<file path="config.mk">
export PLATFORM = sky130hd
export DESIGN_NAME = aes_dec_round_seq
export DESIGN_NICKNAME = d
export VERILOG_FILES = /design/src/rtl/aes_dec_round_seq.sv
export SDC_FILE = /design/constraint.sdc
export NUM_CORES = 1
export LEC_CHECK = 0
export BUFFER_PORTS_ARGS = -buffer_cell sky130_fd_sc_hd__buf_2
export CAP_MARGIN = 5
export CORE_AREA = 2 2 251 253
export CTS_BUF_LIST = sky130_fd_sc_hd__clkbuf_2
export DETAILED_ROUTE_END_ITERATION = 10
export DIE_AREA = 0 0 253 255
export SYNTH_ARGS = -nofsm -noshare
export SYNTH_HDL_FRONTEND = slang
export SYNTH_SLANG_ARGS = --single-unit
</file>
<file path="constraint.sdc">
create_clock -name clk -period 3.08 [get_ports clk]
set_input_delay 0.616 -clock clk [delete_from_list [all_inputs] [get_ports clk]]
set_output_delay 0.616 -clock clk [all_outputs]
set_load 0.02 [all_outputs]
</file>
<file path="src/rtl/aes_dec_round_seq.sv">
// Round sequencer for inv_round_tf: initial AddRoundKey, NR driven rounds, plaintext out.
// Optional watchdog on the round handshake when DEC_TIMEOUT_EN is defined.
module aes_dec_round_seq #(
  parameter int NR      = 10,
  parameter int TIMEOUT = 64
) (
  input  logic         clk,
  input  logic         rst_n,
  input  logic         start_i,
  input  logic [127:0] ct_i,
  output logic         busy_o,
  output logic [3:0]   rk_idx_o,
  input  logic [127:0] rk_i,
  output logic         rnd_start_o,
  output logic [127:0] rnd_b_o,
  output logic         rnd_bypass_mc_o,
  input  logic [127:0] rnd_b_i,
  input  logic         rnd_done_i,
  output logic [127:0] pt_o,
  output logic         done_o,
  output logic         err_o
);

  typedef enum logic [2:0] {S_IDLE, S_LOAD, S_ISSUE, S_WAIT, S_FIN} fsm_t;

  fsm_t         r_fsm;
  logic [127:0] r_state;
  logic [3:0]   r_rk_idx;
  logic         r_busy;
  logic         r_rnd_start;
  logic         r_bypass;
  logic         r_done;
`ifdef DEC_TIMEOUT_EN
  logic [7:0]   r_wdog;
  logic         r_err;
`endif

  always_ff @(posedge clk or negedge rst_n) begin
    if (!rst_n) begin
      r_fsm       <= S_IDLE;
      r_state     <= '0;
      r_rk_idx    <= '0;
      r_busy      <= 1'b0;
      r_rnd_start <= 1'b0;
      r_bypass    <= 1'b0;
      r_done      <= 1'b0;
`ifdef DEC_TIMEOUT_EN
      r_wdog      <= '0;
      r_err       <= 1'b0;
`endif
    end else begin
      r_rnd_start <= 1'b0;
      r_done      <= 1'b0;
`ifdef DEC_TIMEOUT_EN
      r_err       <= 1'b0;
`endif
      case (r_fsm)
        S_IDLE: begin
          if (start_i) begin
            r_state  <= ct_i;
            r_rk_idx <= 4'(NR);
            r_busy   <= 1'b1;
            r_fsm    <= S_LOAD;
          end
        end
        S_LOAD: begin
          r_state     <= r_state ^ rk_i;
          r_rk_idx    <= 4'(NR - 1);
          r_rnd_start <= 1'b1;
          r_bypass    <= (4'(NR - 1) == 4'd0);
          r_fsm       <= S_ISSUE;
        end
        S_ISSUE: begin
          // done in the issue cycle is not looked at: the round unit needs L>=1
          r_fsm <= S_WAIT;
`ifdef DEC_TIMEOUT_EN
          r_wdog <= '0;
`endif
        end
        S_WAIT: begin
          if (rnd_done_i) begin
            r_state <= rnd_b_i ^ rk_i;
            if (r_rk_idx == 4'd0) begin
              r_bypass <= 1'b0;
              r_done   <= 1'b1;
              r_fsm    <= S_FIN;
            end else begin
              r_rk_idx    <= r_rk_idx - 4'd1;
              r_rnd_start <= 1'b1;
              r_bypass    <= (r_rk_idx == 4'd1);
              r_fsm       <= S_ISSUE;
            end
          end
`ifdef DEC_TIMEOUT_EN
          else if (r_wdog == 8'(TIMEOUT - 1)) begin
            // abandon the operation; the partial state must not reach pt_o
            r_state  <= '0;
            r_rk_idx <= '0;
            r_bypass <= 1'b0;
            r_busy   <= 1'b0;
            r_err    <= 1'b1;
            r_fsm    <= S_IDLE;
          end else begin
            r_wdog <= r_wdog + 8'd1;
          end
`endif
        end
        S_FIN: begin
          r_busy <= 1'b0;
          r_fsm  <= S_IDLE;
        end
        default: r_fsm <= S_IDLE;
      endcase
    end
  end

  assign busy_o          = r_busy;
  assign rk_idx_o        = r_rk_idx;
  assign rnd_start_o     = r_rnd_start;
  assign rnd_bypass_mc_o = r_bypass;
  assign rnd_b_o         = r_state;
  assign pt_o            = r_state;
  assign done_o          = r_done;
`ifdef DEC_TIMEOUT_EN
  assign err_o = r_err;
`else
  logic w_unused_timeout;
  assign w_unused_timeout = ^32'(TIMEOUT);
  assign err_o = 1'b0;
`endif

endmodule

</file>
Word-level counts from Yosys, hierarchy flattened
Index checks and enable logic that the tools add are counted.
Widths: inputs -> output; s select.

cells by class
  divide/modulo/power cells = 0
  shifts and indexed selects = 0
  equal/unequal tests = 8
  multiplexer cells = 22
  $mul = 0
  add/subtract/negate cells = 1
  reductions and logical operators = 10
  order comparisons = 0
  bitwise logic cells = 2

operator list
  kind                 count
  $pmux 128 s3         1
  $mux 128             2
  $xor 128x128->128    2
  $mux 4               3
  $pmux 3 s4           1
  $pmux 4 s3           1
  $mux 3               3
  $mux 1               8
  $eq 3x2->1 const B   2
  $ne 2x2->1 const B   3
  $pmux 1 s2           3
  $reduce_and 2->1     3
  $eq 4x1->1 const B   1
  $logic_not 4->1      1
  $reduce_and 4->1     1
  $reduce_bool 2->1    2
  $sub 4x1->4 const B  1
  $eq 3x1->1 const B   1
  $eq 3x3->1 const B   1
  $logic_not 3->1      1
  $reduce_and 3->1     1
  $reduce_bool 3->1    1

storage, ports and cells
  memory bits (read-only) = 0
  register bits after elaboration = 139
  input port bits = 388
  bits in latches = 0
  RAM bits = 0
  word-level logic and storage cells = 50
  memories kept = 0
  output and inout port bits = 265

Logic depth before layout (Yosys ltp)
Gate-level depths: netlist of the first run.

  depth after elaboration = 4
  depth in mapped cells = 8
  gate-level depth less buffers = 6

Worst setup path after synthesis of the first run
Ideal clock, no wire load.

  kind = register to register
  from = reg r_rk_idx[0], in the netlist rk_idx_o[0]
  to = reg r_fsm[1]
  setup time = 123 ps
  arrival = 1,491 ps
  path buffers = 0
  cell stages (with the launch flop) = 7
  slack = 1,465 ps
  cell sequence = dfrtp_1 inv_1 ha_1 nor3b_1 nand2_1 nor2_1 nor3_1

between the ends
  cells in the longest elaborated chain, start to end = 4

RTL lines
  item                    RTL line  text
  start, declared         28        logic [3:0] r_rk_idx;
  start signal, assigned  61        r_rk_idx <= 4'(NR);
  start signal, assigned  68        r_rk_idx <= 4'(NR - 1);
  start signal, assigned  88        r_rk_idx <= r_rk_idx - 4'd1;
  $logic_not 4->1         83        if (r_rk_idx == 4'd0) begin
  $mux 3                  83
  $mux 3                  81        if (rnd_done_i) begin
  $pmux 3 s4              57        case (r_fsm)
  end signal, assigned    63        r_fsm <= S_LOAD;
  end signal, assigned    86        r_fsm <= S_FIN;
  end signal, assigned    91        r_fsm <= S_ISSUE;
  end, declared           26        fsm_t r_fsm;

No other way between the ends. The select of a mux whose other input is x is not followed.
A chain may end at the register's enable or synchronous reset.

Final worst setup path of the first run
  from = reg r_fsm[0]
  to = reg r_state[56], in the netlist pt_o[56]

between the ends
  cells in the longest elaborated chain, start to end = 3
  elaborated cells between the ends (all ways) = 8
  those cells by class = eq/ne (4); mux (1); reduce/logical (3)

RTL lines
  item                                                       RTL line  text
  start signal, assigned                                     40        r_fsm <= S_IDLE;
  start signal, assigned                                     63
  start signal, assigned                                     71        r_fsm <= S_ISSUE;
  $eq 3x2->1, or another cell as far along                   57
  $ne 2x2->1 (no line) or $reduce_bool 3->1 (tied branches)  -
  $reduce_and 3->1 (no line)                                 -
  end signal, assigned                                       60        r_state <= ct_i;
  end signal, assigned                                       67        r_state <= r_state ^ rk_i;
  end signal, assigned                                       82        r_state <= rnd_b_i ^ rk_i;
  end, declared                                              27        logic [127:0] r_state;

Parallel ways exist; a longest one is shown, timed or not.

==> metrics.txt, run 1 <==
Seq/Total Area, Yosys=0.309; Final HPWL DP=~34000 µm; drt wl/cell=roughly 17 µm; Vias/cell=4.65; post-synthesis async set-or-reset flop share=1.00; Mapped Area=between 10000 and 15000 µm²; NumNets Final=around 2600; WL final=50300 µm; dominant synthesized flop cell=dfrtp_1; DRC Markers=0; Final Power=16900 µW; period utilisation layout=0.966; antenna violations before repair=8; post-synth top area share=0.309; # port buffers=651; Yosys top cell by area=dfrtp_1; yosys warns=0; Mean Syn Cell Area=about 7.6 µm²; Bufs on Longest Clock Path=2; Tightest Pin Transition=roughly 0.83 ns; Synth Instances=1473; hold-fix buffers at CTS=270; Resized cells post-CTS=0; upper clock frequency limit=between 0.3 and 0.4 GHz; RSZ-0062 raised after global routing=no; postcts setup bufs=0; final critical-path required period=2.98 ns; # IOs=between 600 and 700; first-pass GRT wire length=73400 µm; distinct cell type count after synthesis=34; # rows=92; Starting DRT DRC Count=1014; GRT overflow=0; fin cells=about 3000; clock latency at the later pin of the worst-skew pair=0.95 ns; final setup TNS=0 ns; Sink Count=139; WS Path Type=reg2reg; skew final=0.0346 ns; #FFs+latches synth=139; GRT Total Usage=0.147; cts bufs inserted=17; Placer Congestion=0.841; Setup crit end kind=flop; status=completed; DRT Pass-1 Iters=5; Die X=253 µm; Post-Syn Nets=~1900; number of enable flip-flop cells after synthesis=0; CTS tree=yes; final number of hold-violating endpoints=0; commonest non-fill, non-tap cells in the layout=buf_2 (650), a21oi_1 (325), dlygate4sd3_1 (269), dfrtp_1 (138), nand2_1 (137); Final setup viols=0; post-route ant nets=0; arrival time at the worst endpoint=3.87 ns; largest net degree at the start of global routing=129; Pleak=between 0.007 and 0.008 µW; die area=64500 µm²; fin. max-slew vios=0; CTS H-tree depth=4; Die Span Y=255 µm; layout cell share with drive strength beyond 1=0.359; Hold Crit Depth=5; Layout area overhead=54.0%; number of max-cap violations=0; Crit Path Max Fanout=46; Peak VDD IR=0.517 mV; Worst Path Required=3.97 ns; pwr/cell area=between 900 and 1000 nW/µm²; Hold Path Class=in2reg; CP startpoint kind=flop; Initial Util=0.181; root buffer cell=clkbuf_2; Core Area=62200 µm²; top cells by area, synth=dfrtp_1 (31%), a21oi_1 (14%), xor2_1 (9.9%), buf_4 (9.1%), a31oi_1 (7.2%); Worst R2R Path Depth=6; Slew HR=0.443; vias in the first global route=12973; Via Count=14006; clk slew on worst S/H paths=roughly 0.25 ns; Cells after DPL=between 2000 and 3000; commonest non-fill, non-tap cell in the layout=buf_2
kinds of logic after synthesis:
kind of cell               after synthesis  synth area share
adders and majority gates                3           0.00334
buffers and inverters                  264             0.146
DFF                                    139             0.309
xor gates and xnor gates               128            0.0996
and+or+nand+nor                        283             0.111
muxes                                    2           0.00178
other                                    1          0.000333
AOI/OAI and AO/OA                      653             0.329
layout make-up:
cell class / instances / area (µm²)
fillers: 6740 / 44800
repair buffers: 963 / 6440
multi-input cells: 1070 / 6160
flip-flops and latches: 139 / 3480
well taps: 799 / 1000
clock inverters: 15 / 126
clock buffers: 17 / 85.1
inverters: 4 / 20.0
diodes: 7 / 17.5
state kept, by name, indices dropped and copies added, names as in the netlist:
signal and count:
busy_o 1, rnd_bypass_mc_o 1, rk_idx_o 4, r_fsm 3
done_o 1, rnd_start_o 1, pt_o 128
report_power, final:
| part | leakage (µW) | total [µW] | internal [µW] | switching [µW] |
|---|---|---|---|---|
| Sequential | 0.00157 | 3940 | 2740 | 1200 |
| Combinational | 0.00595 | 11800 | 4870 | 6920 |
| Clock | 0.000123 | 1160 | 291 | 869 |
cells in the mapped netlist, drive strengths merged (2+ instances only):
master	n
dfrtp	139
a31oi	129
ha	3
o22ai	3
nor3	129
nor2	9
buf	214
nand2	137
a21oi	386
nand2b	2
o21ai	129
clkbuf	46
xor2	127
nor2b	2
inv	4
mux2i	2
final timing paths:
path,startpoint,end,slack [ns]
min,rk_i[81],pt_o[81],0.49
min reg2reg,rnd_bypass_mc_o,rnd_bypass_mc_o,0.56
min in group asynchronous,rst_n,pt_o[103],0.65
max reg2reg,r_fsm[0],pt_o[56],0.10
max,r_fsm[0],pt_o[56],0.10
max in group asynchronous,rst_n,pt_o[98],1.70
metal layers:
| metal | global-route usage | routed length [µm] |
|---|---|---|
| met5 | 0 | 21 |
| met4 | 0.0778 | 1900 |
| met1 | 0.173 | 20400 |
| met2 | 0.243 | 24000 |
| met3 | 0.0392 | 4000 |
per-stage QoR:
| stage | worst slack (ns) | util | area [µm²] | hold slack (ns) |
|---|---|---|---|---|
| 3_3_place_gp | 0.993 | 0.232 | 14400 | 0.495 |
| 4_1_cts | 0.145 | 0.279 | 17300 | 0.247 |
| 6_report | 0.104 | 0.279 | 17300 | 0.494 |
| 3_5_place_dp | 0.974 | 0.232 | 14400 | 0.501 |
| 2_1_floorplan | 1.47 | - | 11300 | 0.320 |
| 5_1_grt | 0.0166 | 0.279 | 17300 | 0.345 |
critical path, cell delays in order, from the launching register on:
cell	delay (ns)
dfrtp_4	0.70
nand2b_4	0.50
a31oi_1	0.34
o21ai_0	0.11
dlygate4sd3_1	0.57
a21oi_1	0.12
dlygate4sd3_1	0.56
Power figures use the tool's default switching activity.
==> run 2: changes to the inputs <==
--- a/config.mk
+++ b/config.mk
@@ -7,10 +7,13 @@
 export LEC_CHECK = 0
 export BUFFER_PORTS_ARGS = -buffer_cell sky130_fd_sc_hd__buf_2
 export CAP_MARGIN = 5
-export CORE_AREA = 2 2 251 253
+export CELL_PAD_IN_SITES_DETAIL_PLACEMENT = 0
+export CELL_PAD_IN_SITES_GLOBAL_PLACEMENT = 1
+export CORE_AREA = 2 2 255 257
 export CTS_BUF_LIST = sky130_fd_sc_hd__clkbuf_2
 export DETAILED_ROUTE_END_ITERATION = 10
-export DIE_AREA = 0 0 253 255
+export DIE_AREA = 0 0 257 259
+export PLACE_DENSITY_LB_ADDON = 0.1
 export SYNTH_ARGS = -nofsm -noshare
 export SYNTH_HDL_FRONTEND = slang
 export SYNTH_SLANG_ARGS = --single-unit
==> metrics.txt, run 2 (synthesized netlist as in run 1, its figures left out) <==
Worst Path Required=4.01 ns; top layer reached by signal wires=met5; Via Count=13775; period utilisation layout=0.924; cell-internal power=7990 µW; Final setup viols=0; sequential power share=0.236; CTS H-tree depth=4; final number of hold-violating endpoints=0; Hold Path Class=in2reg; R2R Setup Slk=between 0.2 and 0.25 ns; first-pass GRT wire length=91000 µm; Peak VDD IR=0.467 mV; Final Cell Area=17200 µm²; DP Area=14300 µm²; final setup TNS=0 ns; metal3 WL=roughly 3000 µm; Layout area overhead=53.2%; Clock power frac=0.078; Setup crit end kind=flop; status=completed; drt wl/cell=20.2 µm; CTS tree=yes; Die Span Y=259 µm; Worst R2R Path Depth=6; number of max-cap violations=0; clock latency at the later pin of the worst-skew pair=1.02 ns; DRC Markers=0; pwr/cell area=about 1000 nW/µm²; crit path capture=pt_o[105]; net switching fraction of the power=0.533; GRT Total Usage=0.181; clk slew on worst S/H paths=0.28 ns; WL final=61600 µm; arrival time at the worst endpoint=3.78 ns; largest net degree at the start of global routing=105; vias in the first global route=13990; GRT overflow=0; layout cell share with drive strength beyond 1=0.355; Pleak=between 0.007 and 0.008 µW; Crit Path Max Fanout=91; Sink Count=139; postcts setup bufs=0; Tightest Pin Transition=1.16 ns; worst r2r dst=pt_o[105]; # port buffers=651; Final HPWL DP=41500 µm; met2 routed WL=31300 µm; root buffer cell=clkbuf_2; critical path startpoint=r_fsm[0]; Vias/cell=4.51; die area=66600 µm²; Psw=9130 µW; hold_sp=rk_i[53]; Core Area=63900 µm²; final critical-path required period=2.85 ns; # rows=93; Starting DRT DRC Count=683; cts bufs inserted=17; Largest register FFs=128; Comb pwr share=0.686; NumNets Final=2560; CP startpoint kind=flop; DRT Pass-1 Iters=5; post-route ant nets=0; fin. max-slew vios=0; Initial Util=0.176; Bufs on Longest Clock Path=2; skew final=0.0498 ns; commonest non-fill, non-tap cells in the layout=buf_2 (650), a21oi_1 (325), dlygate4sd3_1 (261), dfrtp_1 (138), nand2_1 (137); Die X=257 µm; RSZ-0062 raised after global routing=no; antenna violations before repair=23; Worst R2R Start=r_fsm[0]; WS Path Type=reg2reg; WL met1=~26000 µm; Placer Congestion=0.818; # IOs=~650; commonest non-fill, non-tap cell in the layout=buf_2; Slew HR=0.225; upper clock frequency limit=0.351 GHz
-- run 2: cell types whose count changed in the layout (fill, tap and decap cells not counted), sizes merged, moves of 2 or more --
| cell | change |
|---|---|
| dlygate4sd3 | -8 |
| diode | +10 |
| inv | -2 |
| buf | -18 |
| bufinv | +2 |
-- run 2: how the worst min path moves through the flow --
stage                                 end  slack (ns)  cells after the start
after floorplan                    busy_o        0.32                      0
after global placement    rnd_bypass_mc_o        0.53                      2
after detailed placement  rnd_bypass_mc_o        0.51                      2
after CTS                       pt_o[115]        0.23                      5
after global routing             pt_o[53]        0.30                      5
final                            pt_o[53]        0.44                      5
-- run 2: through the flow --
step	worst slack, ns	std cells	power (µW)	hold slack [ns]	util
global placement	0.856	2744	14200	0.526	0.225
finish	0.235	3054	17100	0.437	0.270
floorplan	1.47	1473	11300	0.320	-
global route	0.0667	3051	18500	0.295	0.270
CTS	0.294	3037	17400	0.225	0.269
detailed placement	0.809	2744	14200	0.512	0.225
-- run 2: what timing repair did --
action / in CTS / in global routing
endpoints found under the hold margin: 274 / 0
hold buffers: 261 / 0
resized for setup: 0 / 0
-- run 2: routing by layer --
layer	global-route usage	vias to the layer above
li1	-	6541
met1	0.220	6737
met2	0.317	429
met3	0.0389	52
met4	0.0577	16
met5	0	-
-- run 2: area by class of cell --
| class | instances | area [µm²] |
|---|---|---|
| fillers | 7177 | 46600 |
| repair buffers | 937 | 6230 |
| multi-input cells | 1070 | 6160 |
| flip-flops and latches | 139 | 3480 |
| well taps | 855 | 1070 |
| clock inverters | 14 | 153 |
| clock buffers | 18 | 90.1 |
| diodes | 17 | 42.5 |
| inverters | 4 | 20.0 |
-- run 2: power groups by stage --
stage                     logic [µW]  registers, µW  clock network [µW]
final                          11700           4030                1340
after global routing           12800           4200                1500
after CTS                      11800           4070                1450
after detailed placement       10100           4120                   0
after global placement         10100           4090                   0
after floorplan                 6610           4690                   0
-- run 2: critical path, cell delays in order (launching register included) --
cell and delay, ns:
dfrtp_4 0.75, nand2_1 0.22, nor3_2 0.34, buf_12 0.36, nor3_1 0.12, a21oi_1 0.14, dlygate4sd3_1 0.57
